--- config.mk ---
export PLATFORM = sky130hd
export DESIGN_NAME = mem_port_arbiter
export DESIGN_NICKNAME = d
export VERILOG_FILES = /design/src/rtl/mem_port_arbiter.sv
export SDC_FILE = /design/constraint.sdc
export NUM_CORES = 1
export LEC_CHECK = 0
export CAP_MARGIN = 20
export CORE_ASPECT_RATIO = 1.2
export CORE_UTILIZATION = 37
export DETAILED_ROUTE_END_ITERATION = 8
export MAX_ROUTING_LAYER = met4
export PLACE_DENSITY = 0.77
export SETUP_SLACK_MARGIN = 0.3
export SLEW_MARGIN = 15
export SYNTH_ARGS = -nofsm -noshare
export SYNTH_HDL_FRONTEND = slang
export SYNTH_SLANG_ARGS = --single-unit
--- constraint.sdc ---
create_clock -name clk -period 4 [get_ports clk]
set_clock_uncertainty 0.2 [all_clocks]
set_input_delay 0.4 -clock clk [delete_from_list [all_inputs] [get_ports clk]]
set_output_delay 0.4 -clock clk [all_outputs]
set_load 0.005 [all_outputs]
--- src/rtl/mem_port_arbiter.sv ---
// mem_port_arbiter: sequences instruction fetch (IF) and data (MEM) requests
// onto one single-outstanding memory bus. FSM: IDLE -> ISSUE -> WAIT -> RESP.
// MEM has priority over IF, since it belongs to the older instruction.
// Optional feature macro: MEM_ARB_STARVE_GUARD_EN. When it is defined, a
// saturating streak counter forces an IF grant after MAX_MEM_STREAK
// consecutive MEM grants made while IF was waiting.
module mem_port_arbiter #(
  parameter int ADDR_W         = 32,
  parameter int DATA_W         = 32,
  parameter int MAX_MEM_STREAK = 4
) (
  input  logic              clk,
  input  logic              rst,
  // instruction fetch port
  input  logic              if_req,
  input  logic [ADDR_W-1:0] if_addr,
  input  logic              if_flush,
  output logic              if_done,
  output logic [DATA_W-1:0] if_rdata,
  // data port
  input  logic              mem_req,
  input  logic              mem_we,
  input  logic [2:0]        mem_rwtype,
  input  logic [ADDR_W-1:0] mem_addr,
  input  logic [DATA_W-1:0] mem_wdata,
  output logic              mem_done,
  output logic [DATA_W-1:0] mem_rdata,
  // backing memory bus
  output logic              bus_req,
  output logic              bus_we,
  output logic [2:0]        bus_rwtype,
  output logic [ADDR_W-1:0] bus_addr,
  output logic [DATA_W-1:0] bus_wdata,
  input  logic              bus_ready,
  input  logic              bus_rvalid,
  input  logic [DATA_W-1:0] bus_rdata,
  output logic              busy
);

  // Fetches are always full-word reads.
  localparam logic [2:0] RWTYPE_WORD = 3'b010;

  typedef enum logic [1:0] {
    S_IDLE  = 2'd0,
    S_ISSUE = 2'd1,
    S_WAIT  = 2'd2,
    S_RESP  = 2'd3
  } state_t;

  state_t state, state_nxt;

  logic owner_mem;    // 1 = current transaction belongs to MEM, 0 = IF
  logic discard;      // IF transaction flushed; suppress its completion
  logic if_done_q;
  logic if_elig;
  logic grant_mem;
  logic grant_if;
  logic force_if;

`ifdef MEM_ARB_STARVE_GUARD_EN
  localparam int CNT_W = $clog2(MAX_MEM_STREAK + 1);
  localparam logic [CNT_W-1:0] STREAK_MAX = CNT_W'(MAX_MEM_STREAK);

  logic [CNT_W-1:0] streak;

  assign force_if = if_elig && (streak == STREAK_MAX);

  // Count MEM grants that overtook a waiting, unflushed fetch; saturates.
  always_ff @(posedge clk or posedge rst) begin
    if (rst) begin
      streak <= '0;
    end else if (state == S_IDLE) begin
      if (grant_if || !if_req)
        streak <= '0;
      else if (grant_mem && if_elig && streak != STREAK_MAX)
        streak <= streak + 1'b1;
    end
  end
`else
  assign force_if = 1'b0;
`endif

  // Arbitration: a flushed fetch is ineligible; MEM wins unless IF is forced.
  always_comb begin
    if_elig   = if_req & ~if_flush;
    grant_mem = mem_req & ~force_if;
    grant_if  = if_elig & ~grant_mem;
  end

  // State register.
  always_ff @(posedge clk or posedge rst) begin
    if (rst) state <= S_IDLE;
    else     state <= state_nxt;
  end

  // Next-state logic; bus handshakes are only honoured in their own state.
  always_comb begin
    state_nxt = state;
    case (state)
      S_IDLE:  if (grant_mem || grant_if) state_nxt = S_ISSUE;
      S_ISSUE: if (bus_ready)             state_nxt = S_WAIT;
      S_WAIT:  if (bus_rvalid)            state_nxt = S_RESP;
      S_RESP:                             state_nxt = S_IDLE;
      default:                            state_nxt = S_IDLE;
    endcase
  end

  // Latch the winner's fields into the bus registers and track ownership.
  always_ff @(posedge clk or posedge rst) begin
    if (rst) begin
      owner_mem  <= 1'b0;
      bus_req    <= 1'b0;
      bus_we     <= 1'b0;
      bus_rwtype <= '0;
      bus_addr   <= '0;
      bus_wdata  <= '0;
    end else begin
      case (state)
        S_IDLE: begin
          if (grant_mem || grant_if) begin
            owner_mem  <= grant_mem;
            bus_req    <= 1'b1;
            bus_we     <= grant_mem ? mem_we     : 1'b0;
            bus_rwtype <= grant_mem ? mem_rwtype : RWTYPE_WORD;
            bus_addr   <= grant_mem ? mem_addr   : if_addr;
            bus_wdata  <= grant_mem ? mem_wdata  : '0;
          end
        end
        S_ISSUE: if (bus_ready) bus_req <= 1'b0;
        default: ;
      endcase
    end
  end

  // Flush of an IF-owned transaction marks it discarded until back in IDLE.
  always_ff @(posedge clk or posedge rst) begin
    if (rst)
      discard <= 1'b0;
    else if (state == S_RESP)
      discard <= 1'b0;
    else if (state != S_IDLE && !owner_mem && if_flush)
      discard <= 1'b1;
  end

  // Capture read data and raise the owner's one-cycle done for RESP.
  always_ff @(posedge clk or posedge rst) begin
    if (rst) begin
      if_done_q <= 1'b0;
      mem_done  <= 1'b0;
      if_rdata  <= '0;
      mem_rdata <= '0;
    end else begin
      if_done_q <= 1'b0;
      mem_done  <= 1'b0;
      if (state == S_WAIT && bus_rvalid) begin
        if (owner_mem) begin
          mem_done  <= 1'b1;
          mem_rdata <= bus_rdata;
        end else if (!discard && !if_flush) begin
          if_done_q <= 1'b1;
          if_rdata  <= bus_rdata;
        end
      end
    end
  end

  // A flush arriving during RESP still kills the fetch completion.
  assign if_done = if_done_q & ~if_flush;
  assign busy    = (state != S_IDLE);

endmodule

==> qor.json <==
{
  "power.share.sequential": {"value": 0.362},
  "dp_hpwl": {"value": 11760, "unit": "um"},
  "die_w": {"value": 116.1, "unit": "um"},
  "power.combinational.fraction": {"value": 0.411},
  "io_buffers": {"value": 274},
  "p_per_area": {"value": 726.7, "unit": "mW/mm^2"},
  "dominant_combinational_cell_family_by_area_after_synthesis": {"value": "multiplexers"},
  "die_area": {"value": 0.01613, "unit": "mm^2"},
  "synth_largest_area_cell": {"value": "sky130_fd_sc_hd__dfrtp_1"},
  "detail_route.wirelength": {"value": 15690, "unit": "um"},
  "die-height": {"value": 138.9, "unit": "um"},
  "diodes": {"value": 0},
  "gp_routability_congestion": {"value": 0.7584},
  "synth_xor_xnor_area_share": {"value": 0},
  "finalMaxSlewViolations": {"value": 0},
  "share_clk_of_total_power": {"value": 0.226},
  "clk_root_buffer_cell": {"value": "sky130_fd_sc_hd__clkbuf_16"},
  "internal": {"value": 4900, "unit": "uW"},
  "worst_setup_path_end_kind": {"value": "primary output"},
  "critPathSlowestCell": {"value": "sky130_fd_sc_hd__clkdlybuf4s50_1"},
  "ctsHtreeMaxLevel": {"value": 4},
  "initial_utilization": {"value": 0.3818},
  "cts.hold.buffers_added": {"value": 0},
  "cts_inserted_buffers": {"value": 17},
  "grt_antenna_before_repair": {"value": 0},
  "maxUsedRoutingLayer": {"value": "met4"},
  "drt_pre_antenna_iters": {"value": 4},
  "fin_setup_tns": {"value": 0, "unit": "ns"},
  "max-slew-margin-rel": {"value": 0.4067},
  "critical_path.max_stage_delay": {"value": 0.57, "unit": "ns"},
  "fin_util": {"value": 0.6165},
  "synth-simple-area-share": {"value": 0.05302},
  "drt-met1-wl": {"value": 5693, "unit": "um"},
  "pin_slew_with_the_least_headroom_to_its_limit": {"value": 0.8890, "unit": "ns"},
  "post-route-drc-count": {"value": 0},
  "p_sw_frac": {"value": 0.2777},
  "synth-seq-area-share": {"value": 0.6016},
  "core_region_area": {"value": 0.01514, "unit": "mm^2"},
  "leakage_power": {"value": 0.004269, "unit": "uW"},
  "route.vias.total": {"value": 4323},
  "avgViaCountPerCell": {"value": 4.857},
  "ys.warnings.count": {"value": 0},
  "clock_tree.buffer_depth": {"value": 2},
  "worstPathCellList": {"value": "inv_1 > ha_1 > inv_1 > clkdlybuf4s50_1"},
  "wl_met2": {"value": 8284, "unit": "um"},
  "final_antenna_net_count": {"value": 0},
  "post_synth_instance_area": {"value": 0.005782, "unit": "mm^2"},
  "row_count": {"value": 49},
  "cts.repair.resized": {"value": 0},
  "grt_use_total": {"value": 0.2052},
  "syn-mean-instance-area": {"value": 14.60, "unit": "um^2"},
  "routed_wire_length_per_instance": {"value": 17.63, "unit": "um"},
  "run_status": {"value": "finished clean"},
  "floorplan.io_pins": {"value": 275},
  "layout_min_cycle_time": {"value": 2.447, "unit": "ns"},
  "post-cts-setup-buffers": {"value": 0},
  "layout.nets": {"value": 816},
  "drt-initial-drc-count": {"value": 154},
  "worst_path_most_repeated_cell": {"value": "sky130_fd_sc_hd__inv_1"},
  "grt_max_degree": {"value": 62},
  "worst_ir_drop_vdd": {"value": 0.0004062, "unit": "V"},
  "drive_gt1_frac": {"value": 0.2536},
  "hold_class": {"value": "reg -> reg"},
  "maxCapViolations": {"value": 0},
  "yosys-top-cells-area": {"value": "sky130_fd_sc_hd__dfrtp_1, sky130_fd_sc_hd__mux2_2, sky130_fd_sc_hd__a21o_1, sky130_fd_sc_hd__and3_1, sky130_fd_sc_hd__buf_2"},
  "largest_driver_fanout_on_the_critical_path": {"value": 4},
  "hold_viol": {"value": 0},
  "critPathRequiredTime": {"value": 3.40, "unit": "ns"},
  "timing.critical_path.arrival": {"value": 1.85, "unit": "ns"},
  "synthesis.nets": {"value": 539},
  "post-synth-top-area-fraction": {"value": 0.6016},
  "setup_violations": {"value": 0},
  "filler_cell_count": {"value": 1216},
  "netlist-cell-type-count": {"value": 26},
  "numClockSinks": {"value": 139},
  "post_synth_fa_ha_maj_area_fraction": {"value": 0.008656},
  "power_switching": {"value": 1884, "unit": "uW"},
  "max_freq": {"value": 408.6, "unit": "MHz"},
  "synth_seq_cells": {"value": 139},
  "total_gr_overflow": {"value": 0},
  "rsz_0062_raised_after_global_routing": {"value": "no"},
  "ff_latch_area": {"value": 0.003478, "unit": "mm^2"},
  "synth_compound_area_frac": {"value": 0.05367},
  "grt_pass1_vias": {"value": 4802},
  "synth_cells": {"value": 396},
  "clock_transition_time_at_the_flip_flop_clock_pins_of_the_worst_setup_and_hold_paths": {"value": 0.06, "unit": "ns"},
  "synthMuxAreaShare": {"value": 0.2530},
  "grt_first_pass_wirelength": {"value": 24340, "unit": "um"},
  "tritoncts": {"value": "done"},
  "area_growth": {"value": 61.48, "unit": "%"},
  "crit_path_start_kind": {"value": "flip-flop"},
  "criticalPathCategory": {"value": "reg -> out"},
  "final.period_utilization": {"value": 0.6118},
  "multi_input_comb_area": {"value": 0.002142, "unit": "mm^2"},
  "clock_insertion_delay_worst_skew": {"value": 0.41, "unit": "ns"},
  "wl_met3": {"value": 1375, "unit": "um"}
}
cell usage in the layout (no fill, tap or decap), drive strengths merged, types with 2 or more instances in the layout:
master,Yosys,final
buf,17,10
clkinvlp,0,5
mux2,129,129
a21o,35,35
dfrtp,139,139
inv,8,9
nor2b,4,4
and3,35,35
clkdlybuf4s50,0,273
clkbuf,8,18
bufinv,0,2
nor2,2,2
nand2,3,3
clkinv,0,6
ha,4,4
critical path: cells and delay by family (launching register included):
kind	cells	cell delay [ns]
fa+ha+maj	1	0.25
buf+inv	3	0.79
flops	1	0.40
cell families after synthesis:
family / count (synthesis)
flip-flops: 139
buffers and inverters: 33
AO/OA/AOI/OAI: 41
multiplexers: 130
AND/OR/NAND/NOR: 49
adder cells (fa/ha/maj): 4
power groups by stage:
stage / Combinational, uW / Clock [uW] / Sequential, uW
finish: 2790 / 1540 / 2460
detailed placement: 2820 / 0 / 2480
CTS: 2830 / 1570 / 2470
global route: 3000 / 1630 / 2540
global placement: 2750 / 0 / 2440
floorplan: 1020 / 0 / 2490
per-stage QoR:
stage / setup WS [ns] / cells / hold WS (ns) / power [uW] / area, um^2
after global placement: 1.451 / 857 / 0.2578 / 5189 / 8732
after detailed placement: 1.409 / 857 / 0.2651 / 5295 / 8732
after CTS: 1.506 / 889 / 0.2784 / 6868 / 9316
after global routing: 1.443 / 890 / 0.2838 / 7169 / 9336
after floorplan: 1.665 / 396 / 0.2734 / 3509 / 5786
final: 1.553 / 890 / 0.2754 / 6784 / 9336
cell type report:
| type | instances | area share |
|---|---|---|
| sequential | 139 | 0.3726 |
| timing repair buffer | 283 | 0.3045 |
| multi-input combinational | 224 | 0.2294 |
| clock buffer | 18 | 0.04704 |
| tap | 204 | 0.02734 |
| clock inverter | 14 | 0.01555 |
| inverter | 8 | 0.003618 |
sequential cells by signal (all words and copies together), names as in the netlist, 2 cells and up:
signal      cells
if_rdata       32
bus_wdata      32
bus_rwtype      3
state           2
mem_rdata      32
bus_addr       32
cells in the mapped netlist:
cell and number:
sky130_fd_sc_hd__inv_1 8, sky130_fd_sc_hd__mux2_2 128, sky130_fd_sc_hd__nor2b_1 4, sky130_fd_sc_hd__nand2b_1 1
sky130_fd_sc_hd__buf_2 10, sky130_fd_sc_hd__o21ai_2 1, sky130_fd_sc_hd__buf_4 4, sky130_fd_sc_hd__a21oi_1 1
sky130_fd_sc_hd__clkbuf_1 8, sky130_fd_sc_hd__ha_1 4, sky130_fd_sc_hd__a311oi_1 1, sky130_fd_sc_hd__o32a_1 1
sky130_fd_sc_hd__buf_6 3, sky130_fd_sc_hd__mux2_1 1, sky130_fd_sc_hd__mux2i_1 1, sky130_fd_sc_hd__nor2_1 2
sky130_fd_sc_hd__and3_1 35, sky130_fd_sc_hd__nor3_1 1, sky130_fd_sc_hd__a31oi_1 1, sky130_fd_sc_hd__nand2_1 3
sky130_fd_sc_hd__a21o_1 35, sky130_fd_sc_hd__dfrtp_1 139, sky130_fd_sc_hd__nand3_1 1, sky130_fd_sc_hd__nor4_4 1
sky130_fd_sc_hd__o311ai_0 1, sky130_fd_sc_hd__nand4_1 1
path summary, 6_finish.rpt:
path	from	to	slack, ns	cells past startpoint
worst max-delay path	state[0]$_DFFE_PP0P_	busy	1.55	4
worst min-delay path	bus_wdata[5]$_DFFE_PP0P_	bus_wdata[5]$_DFFE_PP0P_	0.28	1
worst max register to register	state[0]$_DFFE_PP0P_	if_rdata[30]$_DFFE_PP0P_	1.63	6
worst min register to register	bus_wdata[5]$_DFFE_PP0P_	bus_wdata[5]$_DFFE_PP0P_	0.28	1
max in group asynchronous	rst	if_rdata[30]$_DFFE_PP0P_	2.46	3
min in group asynchronous	rst	if_rdata[19]$_DFFE_PP0P_	0.29	2
metal layers:
layer  vias up  track usage
met5         -            -
met4         0      0.07085
met3        25      0.06906
met2       197       0.3643
met1      2139       0.2061
li1       1962            -
(Power assumes the default switching activity.)
